## config.mk

```make
export PLATFORM = sky130hd
export DESIGN_NAME = hpr_fir_flat
export DESIGN_NICKNAME = d
export VERILOG_FILES = /design/src/rtl/hpr_fir_if.sv /design/src/rtl/hpr_fir.sv /design/src/flat_wrapper.sv
export SDC_FILE = /design/constraint.sdc
export NUM_CORES = 1
export LEC_CHECK = 0
export ABC_AREA = 1
export BUFFER_PORTS_ARGS = -buffer_cell sky130_fd_sc_hd__buf_4
export CAP_MARGIN = 10
export CORE_ASPECT_RATIO = 0.5
export CORE_MARGIN = 5
export CORE_UTILIZATION = 52
export CTS_BUF_LIST = sky130_fd_sc_hd__clkbuf_8 sky130_fd_sc_hd__clkbuf_16
export CTS_CLUSTER_DIAMETER = 40
export DETAILED_ROUTE_END_ITERATION = 10
export PLACE_DENSITY = 0.68
export SYNTH_ARGS = -nofsm -noshare
export SYNTH_HDL_FRONTEND = slang
export SYNTH_SLANG_ARGS = --single-unit
export TNS_END_PERCENT = 50
```

## constraint.sdc

```tcl
create_clock -name clk -period 16.38 [get_ports clk]
set_clock_uncertainty 0.15 [all_clocks]
set_input_delay 3.276 -clock clk [delete_from_list [all_inputs] [get_ports clk]]
set_output_delay 3.276 -clock clk [all_outputs]
set_load 0.01 [all_outputs]
```

## src/rtl/hpr_fir_if.sv

```systemverilog
// Stream, coefficient-write and result signals of the hpr_fir block.
// The master drives samples and coefficient writes; the slave (the filter)
// returns the handshake, error pulse and filtered output.
interface hpr_fir_if #(
  parameter int DATA_W = 16,
  parameter int COEF_W = 16,
  parameter int TAPS   = 8
);
  localparam int ADDR_W = $clog2(TAPS);

  // input sample stream
  logic                     in_valid;
  logic                     in_ready;
  logic signed [DATA_W-1:0] in_data;

  // coefficient write port
  logic                     coef_wr_en;
  logic [ADDR_W-1:0]        coef_addr;
  logic signed [COEF_W-1:0] coef_data;
  logic                     coef_err;

  // filtered output
  logic                     out_valid;
  logic signed [DATA_W-1:0] out_data;
  logic                     sat_flag;

  modport master (
    output in_valid, in_data, coef_wr_en, coef_addr, coef_data,
    input  in_ready, coef_err, out_valid, out_data, sat_flag
  );

  modport slave (
    input  in_valid, in_data, coef_wr_en, coef_addr, coef_data,
    output in_ready, coef_err, out_valid, out_data, sat_flag
  );
endinterface

```

## src/rtl/hpr_fir.sv

```systemverilog
// High-pass reconstruction FIR: TAPS-deep delay line, one time-shared MAC,
// runtime-loadable coefficients, round-half-up and saturation on the output,
// optional zero-insertion upsample-by-2 for the synthesis stage.
module hpr_fir #(
  parameter int DATA_W   = 16,
  parameter int COEF_W   = 16,
  parameter int TAPS     = 8,
  parameter int FRAC     = 14,
  parameter int UPSAMPLE = 0
) (
  input  logic     clk,
  input  logic     rst_n,
  input  logic     clk_enable_i,
  hpr_fir_if.slave bus
);

  localparam int CNT_W  = $clog2(TAPS);
  localparam int PROD_W = DATA_W + COEF_W;
  localparam int ACC_W  = PROD_W + CNT_W;

  localparam logic [CNT_W-1:0]         LAST_TAP = CNT_W'(TAPS - 1);
  localparam logic signed [COEF_W-1:0] UNITY    = COEF_W'(64'd1 << FRAC);
  localparam logic signed [ACC_W:0]    RND_HALF = (ACC_W + 1)'(64'd1 << (FRAC - 1));
  localparam logic signed [ACC_W:0]    SAT_MAX  = (ACC_W + 1)'((64'sd1 <<< (DATA_W - 1)) - 64'sd1);
  localparam logic signed [ACC_W:0]    SAT_MIN  = ~SAT_MAX;

  typedef enum logic [1:0] {
    S_IDLE,
    S_MAC,
    S_OUT,
    S_ZERO
  } state_t;

  state_t                   state_q;
  logic                     phase_q;
  logic signed [DATA_W-1:0] d_q    [TAPS];
  logic signed [COEF_W-1:0] coef_q [TAPS];
  logic signed [ACC_W-1:0]  acc_q;
  logic [CNT_W-1:0]         k_q;
  logic signed [DATA_W-1:0] out_q;
  logic                     out_valid_q;
  logic                     sat_q;
  logic                     coef_err_q;
  logic                     in_ready_q;

  logic signed [PROD_W-1:0] prod;
  logic signed [ACC_W-1:0]  acc_sum;
  logic signed [ACC_W:0]    rnd;
  logic signed [ACC_W:0]    shifted;
  logic signed [DATA_W-1:0] out_sat;
  logic                     sat_hit;
  logic                     addr_ok;

  // Range check done on a widened copy so it stays meaningful when TAPS is not a power of two.
  assign addr_ok = (32'(bus.coef_addr) < 32'(TAPS));

  // MAC datapath for the current tap, plus rounding and clipping of the finished sum.
  always_comb begin
    prod    = d_q[k_q] * coef_q[k_q];
    acc_sum = acc_q + {{CNT_W{prod[PROD_W-1]}}, prod};
    rnd     = {acc_q[ACC_W-1], acc_q} + RND_HALF;
    shifted = rnd >>> FRAC;
    out_sat = shifted[DATA_W-1:0];
    sat_hit = 1'b0;
    if (shifted > SAT_MAX) begin
      out_sat = SAT_MAX[DATA_W-1:0];
      sat_hit = 1'b1;
    end else if (shifted < SAT_MIN) begin
      out_sat = SAT_MIN[DATA_W-1:0];
      sat_hit = 1'b1;
    end
  end

  // Control FSM with delay line, coefficient bank, accumulator and registered outputs.
  always_ff @(posedge clk or negedge rst_n) begin
    if (!rst_n) begin
      state_q     <= S_IDLE;
      phase_q     <= 1'b0;
      acc_q       <= '0;
      k_q         <= '0;
      out_q       <= '0;
      out_valid_q <= 1'b0;
      sat_q       <= 1'b0;
      coef_err_q  <= 1'b0;
      in_ready_q  <= 1'b1;
      for (int i = 0; i < TAPS; i++) begin
        d_q[i]    <= '0;
        coef_q[i] <= (i == 0) ? UNITY : '0;
      end
    end else if (clk_enable_i) begin
      out_valid_q <= 1'b0;
      coef_err_q  <= 1'b0;

      // A write landing in IDLE is visible to a sample accepted on the same edge,
      // because the MAC only reads coefficients from the following cycle on.
      if (bus.coef_wr_en) begin
        if (state_q == S_IDLE && addr_ok) begin
          coef_q[bus.coef_addr] <= bus.coef_data;
        end else begin
          coef_err_q <= 1'b1;
        end
      end

      case (state_q)
        S_IDLE: begin
          if (bus.in_valid) begin
            for (int i = TAPS - 1; i > 0; i--) begin
              d_q[i] <= d_q[i-1];
            end
            d_q[0]     <= bus.in_data;
            acc_q      <= '0;
            k_q        <= '0;
            phase_q    <= 1'b0;
            in_ready_q <= 1'b0;
            state_q    <= S_MAC;
          end
        end

        S_MAC: begin
          acc_q <= acc_sum;
          if (k_q == LAST_TAP) begin
            state_q <= S_OUT;
          end else begin
            k_q <= k_q + CNT_W'(1);
          end
        end

        S_OUT: begin
          out_q       <= out_sat;
          sat_q       <= sat_hit;
          out_valid_q <= 1'b1;
          if (UPSAMPLE != 0 && !phase_q) begin
            state_q <= S_ZERO;
          end else begin
            in_ready_q <= 1'b1;
            state_q    <= S_IDLE;
          end
        end

        S_ZERO: begin
          // Zero-inserted phase: the inserted zero travels the delay line like a real sample.
          for (int i = TAPS - 1; i > 0; i--) begin
            d_q[i] <= d_q[i-1];
          end
          d_q[0]  <= '0;
          acc_q   <= '0;
          k_q     <= '0;
          phase_q <= 1'b1;
          state_q <= S_MAC;
        end

        default: state_q <= S_IDLE;
      endcase
    end
  end

  assign bus.in_ready  = in_ready_q;
  assign bus.coef_err  = coef_err_q;
  assign bus.out_valid = out_valid_q;
  assign bus.out_data  = out_q;
  assign bus.sat_flag  = sat_q;

endmodule

```

## src/flat_wrapper.sv

```systemverilog
// flat-port wrapper written by rule: the top's interface ports become plain ports
module hpr_fir_flat 
#(
  parameter int DATA_W   = 16,
  parameter int COEF_W   = 16,
  parameter int TAPS     = 8,
  parameter int FRAC     = 14,
  parameter int UPSAMPLE = 0
)
  (clk, rst_n, clk_enable_i, bus_in_valid, bus_in_data, bus_coef_wr_en, bus_coef_addr, bus_coef_data, bus_in_ready, bus_coef_err, bus_out_valid, bus_out_data, bus_sat_flag);
  hpr_fir_if #(.DATA_W(DATA_W), .COEF_W(COEF_W), .TAPS(TAPS)) bus_i ();
  input  logic clk;
  input  logic rst_n;
  input  logic clk_enable_i;
  input wire logic [$bits(bus_i.in_valid)-1:0] bus_in_valid;
  input wire logic [$bits(bus_i.in_data)-1:0] bus_in_data;
  input wire logic [$bits(bus_i.coef_wr_en)-1:0] bus_coef_wr_en;
  input wire logic [$bits(bus_i.coef_addr)-1:0] bus_coef_addr;
  input wire logic [$bits(bus_i.coef_data)-1:0] bus_coef_data;
  output wire logic [$bits(bus_i.in_ready)-1:0] bus_in_ready;
  output wire logic [$bits(bus_i.coef_err)-1:0] bus_coef_err;
  output wire logic [$bits(bus_i.out_valid)-1:0] bus_out_valid;
  output wire logic [$bits(bus_i.out_data)-1:0] bus_out_data;
  output wire logic [$bits(bus_i.sat_flag)-1:0] bus_sat_flag;
  assign bus_i.in_valid = bus_in_valid;
  assign bus_i.in_data = bus_in_data;
  assign bus_i.coef_wr_en = bus_coef_wr_en;
  assign bus_i.coef_addr = bus_coef_addr;
  assign bus_i.coef_data = bus_coef_data;
  assign bus_in_ready = bus_i.in_ready;
  assign bus_coef_err = bus_i.coef_err;
  assign bus_out_valid = bus_i.out_valid;
  assign bus_out_data = bus_i.out_data;
  assign bus_sat_flag = bus_i.sat_flag;
  hpr_fir #(.DATA_W(DATA_W), .COEF_W(COEF_W), .TAPS(TAPS), .FRAC(FRAC), .UPSAMPLE(UPSAMPLE)) u_core (.clk(clk), .rst_n(rst_n), .clk_enable_i(clk_enable_i), .bus(bus_i));
endmodule
```

==> results of run 1 <==
-- synth_stat cells, types with 9 or more instances --
| cell type | number |
|---|---|
| buf_2 | 59 |
| clkbuf_1 | 59 |
| nor2_1 | 337 |
| o21ai_1 | 9 |
| o21ai_0 | 442 |
| nor3_1 | 11 |
| inv_1 | 637 |
| nand2_2 | 16 |
| nand4_1 | 15 |
| xor2_1 | 33 |
| xnor2_1 | 10 |
| fa_1 | 263 |
| nand3_1 | 60 |
| nand2_1 | 820 |
| a21oi_2 | 10 |
| o21bai_1 | 9 |
| ha_1 | 124 |
| a21oi_1 | 179 |
| o22ai_1 | 36 |
| a21o_1 | 12 |
| o21ai_2 | 10 |
| dfrtp_1 | 314 |
-- layout make-up --
class                      count  area share [%]
multi-input combinational   2432            54.8
sequential                   316            26.9
inverter                     646            8.26
clock buffer                  42            3.42
tap                          701            2.98
timing repair buffer          97            2.55
clock inverter                26            1.07
-- flip-flops by register name (all words and copies together) (netlist names) --
signal	cells
u_core.bus.in_ready	1
u_core.bus.coef_err	1
u_core.bus.out_data	16
u_core.acc_q	35
u_core.coef_q	128
u_core.k_q	3
u_core.bus.out_valid	1
u_core.d_q	128
u_core.state_q	2
u_core.bus.sat_flag	1
-- worst max-delay path by stage --
stage | from | end | cells past startpoint
after floorplan | u_core.k_q[0] | u_core.acc_q[34] | 41
after detailed placement | u_core.k_q[0] | u_core.acc_q[34] | 39
final | u_core.k_q[0] | u_core.acc_q[34] | 39
after global routing | u_core.k_q[0] | u_core.acc_q[34] | 39
after CTS | u_core.k_q[0] | u_core.acc_q[34] | 39
after global placement | u_core.k_q[0] | u_core.acc_q[34] | 39
-- kinds of logic (layout without fill, tap and decap cells) --
group | Yosys count | after routing
AOI/OAI and AO/OA | 721 | 721
xor gates and xnor gates | 43 | 43
adders and majority gates | 387 | 387
buffers and inverters | 778 | 811
DFF | 316 | 316
muxes | 1 | 1
and+or+nand+nor | 1280 | 1280
-- per-stage QoR --
| stage | cells | cell area, um2 | util [%] |
|---|---|---|---|
| floorplan | 3526 | 27000 | - |
| global placement | 4192 | 28100 | 54.3 |
| detailed placement | 4192 | 28100 | 54.3 |
| CTS | 4260 | 29400 | 56.9 |
| global route | 4260 | 29400 | 56.9 |
| finish | 4260 | 29400 | 56.9 |
-- worst max-delay path, delay by kind of cell, from the launching register on --
family          cells  cell delay [ps]
simple gates       16             2290
buf+inv             9             2060
fa+ha+maj           8             4340
xor+xnor            1              210
flops               1              960
compound gates      5             1100
-- layer usage --
layer	part of all wire (%)	wire, um	vias up
li1	-	-	10900
met1	46	33000	10900
met2	44	32200	717
met3	6.7	4840	136
met4	3.2	2340	0
met5	0	0	-
==> impl_metrics.tcl, run 1 <==
set metrics [dict create \
    outcome "finished clean" \
    cp.required_ps 16680 \
    fin_ws_ps 5100 \
    root_buffer "clkbuf_16" \
    wirelength_mm 72.4 \
    ctsResizeCount 0 \
    final_common_cell "nand2_1" \
    dpl_worst_slack_ps 5150 \
    regArea_um2 7920 \
    r2r_slack_ps 5100 \
    slowest_delay_ps 960 \
    coreArea_um2 51700 \
    min-delay-start "u_core.bus.in_ready" \
    end_kind "flip-flop" \
    ant_nets 0 \
    gp_congestion 0.975 \
    synth_area_per_cell_um2 7.67 \
    synth_xor_area_share_pct 1.39 \
    grt-ovfl-total 0 \
    grt_max_degree 170 \
    ys.flop_type "dfrtp_1" \
    drive_above_1_share_pct 6.41 \
    synth_seq_cells 316 \
    postCtsHoldBufs 0 \
    drc_errors 0 \
    worstRegToRegCells 39 \
    use_met3_pct 4.00 \
    synth.distinct_cells 48 \
    synth.net_count 3953 \
    synthesis.instances 3526 \
    wire_per_inst_um 17.0 \
    synth.area.top_cells "dfrtp_1, fa_1, nand2_1" \
    grt.met1_usage_pct 36.4 \
    cts_tree "yes" \
    fillers 4868 \
    yosys-mux-area-fraction_pct 0.0370 \
    r2r-start "u_core.k_q[0]" \
    setup_tns_ps 0 \
    critPathKind "flip-flop to flip-flop" \
    antenna_found_initial 0 \
    worst_ep_arrival_time_ps 11580 \
    syn2layout_area_growth_pct 8.70 \
    final_nets 3958 \
    die_area_um2 56900 \
    finalSetupViolCount 0 \
    worst_slew_pin_slew_ps 1140 \
    synth_simple_gate_area_share_pct 18.7 \
    path_max_fanout 77 \
    slew_violations 0 \
    drt_first_iter_violations 1916 \
    io_pins 60 \
    initial_core_util_pct 52.3 \
    synth_area_leader_cell "dfrtp_1" \
    yosysSeqAreaShare_pct 29.3 \
    grt.busiest_layer "met2" \
    hold_depth 2 \
    die_h_um 171 \
    hp-class "flip-flop to flip-flop" \
    slew-limit-headroom_pct 24.0 \
    synthAdderAreaFrac_pct 25.2 \
    critPathMostFrequentCell "nand2_1" \
    synth_edf_count 0 \
    ys_warn_count 0 \
    holdWs_ps 319 \
    dpl.hpwl_mm 53.5 \
    grt.total_usage_pct 25.7 \
    grt_pass1_wl_mm 118 \
    cts_buffers 38 \
    final_cell_mix "nand2_1, inv_1, o21ai_0" \
    clk_pin_slew_worst_paths_ps 60 \
    first_pass_iters 6 \
    clock_path_buffers 3 \
    use_met2_pct 41.6 \
    n_antenna_cell 0 \
    synth_top_family_by_area "adder cells" \
    multi_input_area_um2 16100 \
    htree_levels 2 \
    hold_viol_final 0 \
    cp_slowest_cell "dfrtp_4" \
    async_flop_share_pct 100 \
    grt_pass1_vias 22200 \
    rr_endpoint "u_core.acc_q[34]" \
    period_share_pct 68.9 \
    worstSetupStartpointType "flip-flop" \
    io_buffers 59 \
    vias_per_cell 5.33 \
    clock-sinks 316 \
    synth_area_um2 27000 \
    clkLatencyLatePin_ps 560 \
    die_x_um 332 \
    rows 59 \
    cap_violations 0 \
    synth_compound_area_share_pct 14.1 \
    hold-path-endpoint "u_core.bus.in_ready" \
    synth_top_area_share_pct 29.1 \
    fmax_mhz 88.7 \
    cts_setup_buffers 0 \
    vias 22700 \
    rsz0062_at_grt "no" \
    fin_crit_ps 11280 \
]
Power of run 1 is left out: the tool's default activity adds up to more than one toggle a clock period on the data nets, which glitch-free logic cannot reach.
==> inputs of run 2 (changes only) <==
--- a/config.mk
+++ b/config.mk
@@ -14,7 +14,7 @@
 export CTS_BUF_LIST = sky130_fd_sc_hd__clkbuf_8 sky130_fd_sc_hd__clkbuf_16
 export CTS_CLUSTER_DIAMETER = 40
 export DETAILED_ROUTE_END_ITERATION = 10
-export PLACE_DENSITY = 0.68
+export PLACE_DENSITY = 0.71
 export SYNTH_ARGS = -nofsm -noshare
 export SYNTH_HDL_FRONTEND = slang
 export SYNTH_SLANG_ARGS = --single-unit
==> constraint.sdc (replaced) <==
create_clock -name clk -period 9.2 [get_ports clk]
set_clock_uncertainty 0.15 [all_clocks]
set_input_delay 1.84 -clock clk [delete_from_list [all_inputs] [get_ports clk]]
set_output_delay 1.84 -clock clk [all_outputs]
set_load 0.01 [all_outputs]
==> run 2 against run 1 <==
  * Worst hold slack improved by 6.1 ps
  * Sequential share of layout area down 0.46 points
  * Worst setup slack worse by 4600 ps
  * Utilization grew 0.99 points
==> impl_metrics.tcl, run 2 (same netlist as run 1, synthesis figures left out) <==
set metrics [dict create \
    clk_pin_slew_worst_paths_ps 70 \
    cp_slowest_cell "fa_1" \
    rr_endpoint "u_core.acc_q[18]" \
    rows 59 \
    design_area_um2 29900 \
    n_antenna_cell 0 \
    worstSetupStartpointType "flip-flop" \
    min-delay-start "u_core.bus.in_ready" \
    io_pins 60 \
    holdWs_ps 325 \
    hp-class "flip-flop to flip-flop" \
    grt_pass1_vias 22800 \
    postCtsHoldBufs 0 \
    critPathMostFrequentCell "inv_1" \
    worst_slew_pin_slew_ps 1160 \
    first_pass_iters 6 \
    r2r_slack_ps 480 \
    path_max_fanout 52 \
    drive_above_1_share_pct 7.96 \
    finalSetupViolCount 0 \
    root_buffer "clkbuf_16" \
    slew-limit-headroom_pct 22.9 \
    antenna_found_initial 0 \
    wire_per_inst_um 17.1 \
    cts_tree "yes" \
    fillers 4834 \
    fin_crit_ps 8720 \
    coreArea_um2 51700 \
    vias 22900 \
    dpl.hpwl_mm 55.0 \
    grt_pass1_wl_mm 120 \
    die_area_um2 56900 \
    clkLatencyLatePin_ps 560 \
    reg_top3 "u_core.coef_q x128, u_core.d_q x128, u_core.acc_q x35" \
    period_share_pct 94.8 \
    r2r-start "u_core.k_q[0]" \
    end_kind "flip-flop" \
    grt.total_usage_pct 26.0 \
    slowest_delay_ps 570 \
    hold_depth 2 \
    grt-ovfl-total 0 \
    worst_ep_arrival_time_ps 9020 \
    clock-sinks 316 \
    drc_errors 0 \
    critPathKind "flip-flop to flip-flop" \
    clock_path_buffers 3 \
    outcome "finished clean" \
    die_x_um 332 \
    io_buffers 59 \
    syn2layout_area_growth_pct 10.6 \
    htree_levels 2 \
    initial_core_util_pct 52.3 \
    hold-path-endpoint "u_core.bus.in_ready" \
    slew_violations 0 \
    ant_nets 0 \
    cap_violations 0 \
    fmax_mhz 115 \
    cts_buffers 38 \
    dpl-instance-area_um2 28500 \
    cp.required_ps 9500 \
    vias_per_cell 5.32 \
    die_h_um 171 \
    drt_first_iter_violations 2053 \
    grt_max_degree 159 \
    wirelength_mm 73.6 \
    hold_viol_final 0 \
    final_common_cell "nand2_1" \
    worstRegToRegCells 36 \
    gp_congestion 1.00 \
    final_cell_mix "nand2_1, inv_1, o21ai_0" \
    final_nets 4005 \
]
[run 2: cell type report]
| class | count | area (um2) | share of cell area, % |
|---|---|---|---|
| tap | 701 | 877 | 2.93 |
| timing repair buffer | 144 | 1250 | 4.19 |
| clock inverter | 25 | 243 | 0.812 |
| sequential | 316 | 7920 | 26.5 |
| clock buffer | 44 | 1030 | 3.46 |
| inverter | 646 | 2430 | 8.14 |
| multi-input combinational | 2432 | 16100 | 54.0 |
[run 2: timing repair]
item                                    in CTS  in global routing
resized for setup                            0                 29
setup buffers                                0                  5
endpoints found under the hold margin        0                  0
endpoints found under the setup margin       0                 18
[run 2: stage by stage]
step           setup TNS, ps  instances  util, %  setup WS, ps
6_report                   0       4308     57.9           479
3_5_place_dp               0       4233     55.1           240
5_1_grt                -48.5       4308     57.9         -48.5
2_1_floorplan              0       3526        -           968
3_3_place_gp               0       4233     55.1           234
4_1_cts                    0       4302     57.6           208
[run 2: worst max-delay path by stage]
stage                  start  depth (start not counted)  slack (ps)                to
6_report       u_core.k_q[0]                         36         480  u_core.acc_q[18]
3_5_place_dp   u_core.k_q[1]                         36         240  u_core.acc_q[33]
3_3_place_gp   u_core.k_q[1]                         36         230  u_core.acc_q[33]
4_1_cts        u_core.k_q[1]                         36         210  u_core.acc_q[33]
2_1_floorplan  u_core.k_q[0]                         41         970  u_core.acc_q[34]
5_1_grt        u_core.k_q[0]                         40         -50  u_core.acc_q[33]
[run 2: per-layer routing]
layer	global-route usage [%]	vias to the layer above	wire length (um)
met5	0	-	0
met4	8.34	0	2340
met3	3.99	132	5000
met2	41.8	759	33300
met1	36.7	11000	33000
li1	-	11000	-
[run 2: worst max-delay path, delay by kind of cell (launching register included)]
| kind | cells | cell delay (ps) |
|---|---|---|
| buffers and inverters | 9 | 1050 |
| and+or+nand+nor | 10 | 1510 |
| adders and majority gates | 8 | 3600 |
| DFF | 1 | 520 |
| xor gates and xnor gates | 1 | 380 |
| AOI/OAI and AO/OA | 8 | 1360 |
Power of run 2 is left out for the same reason.
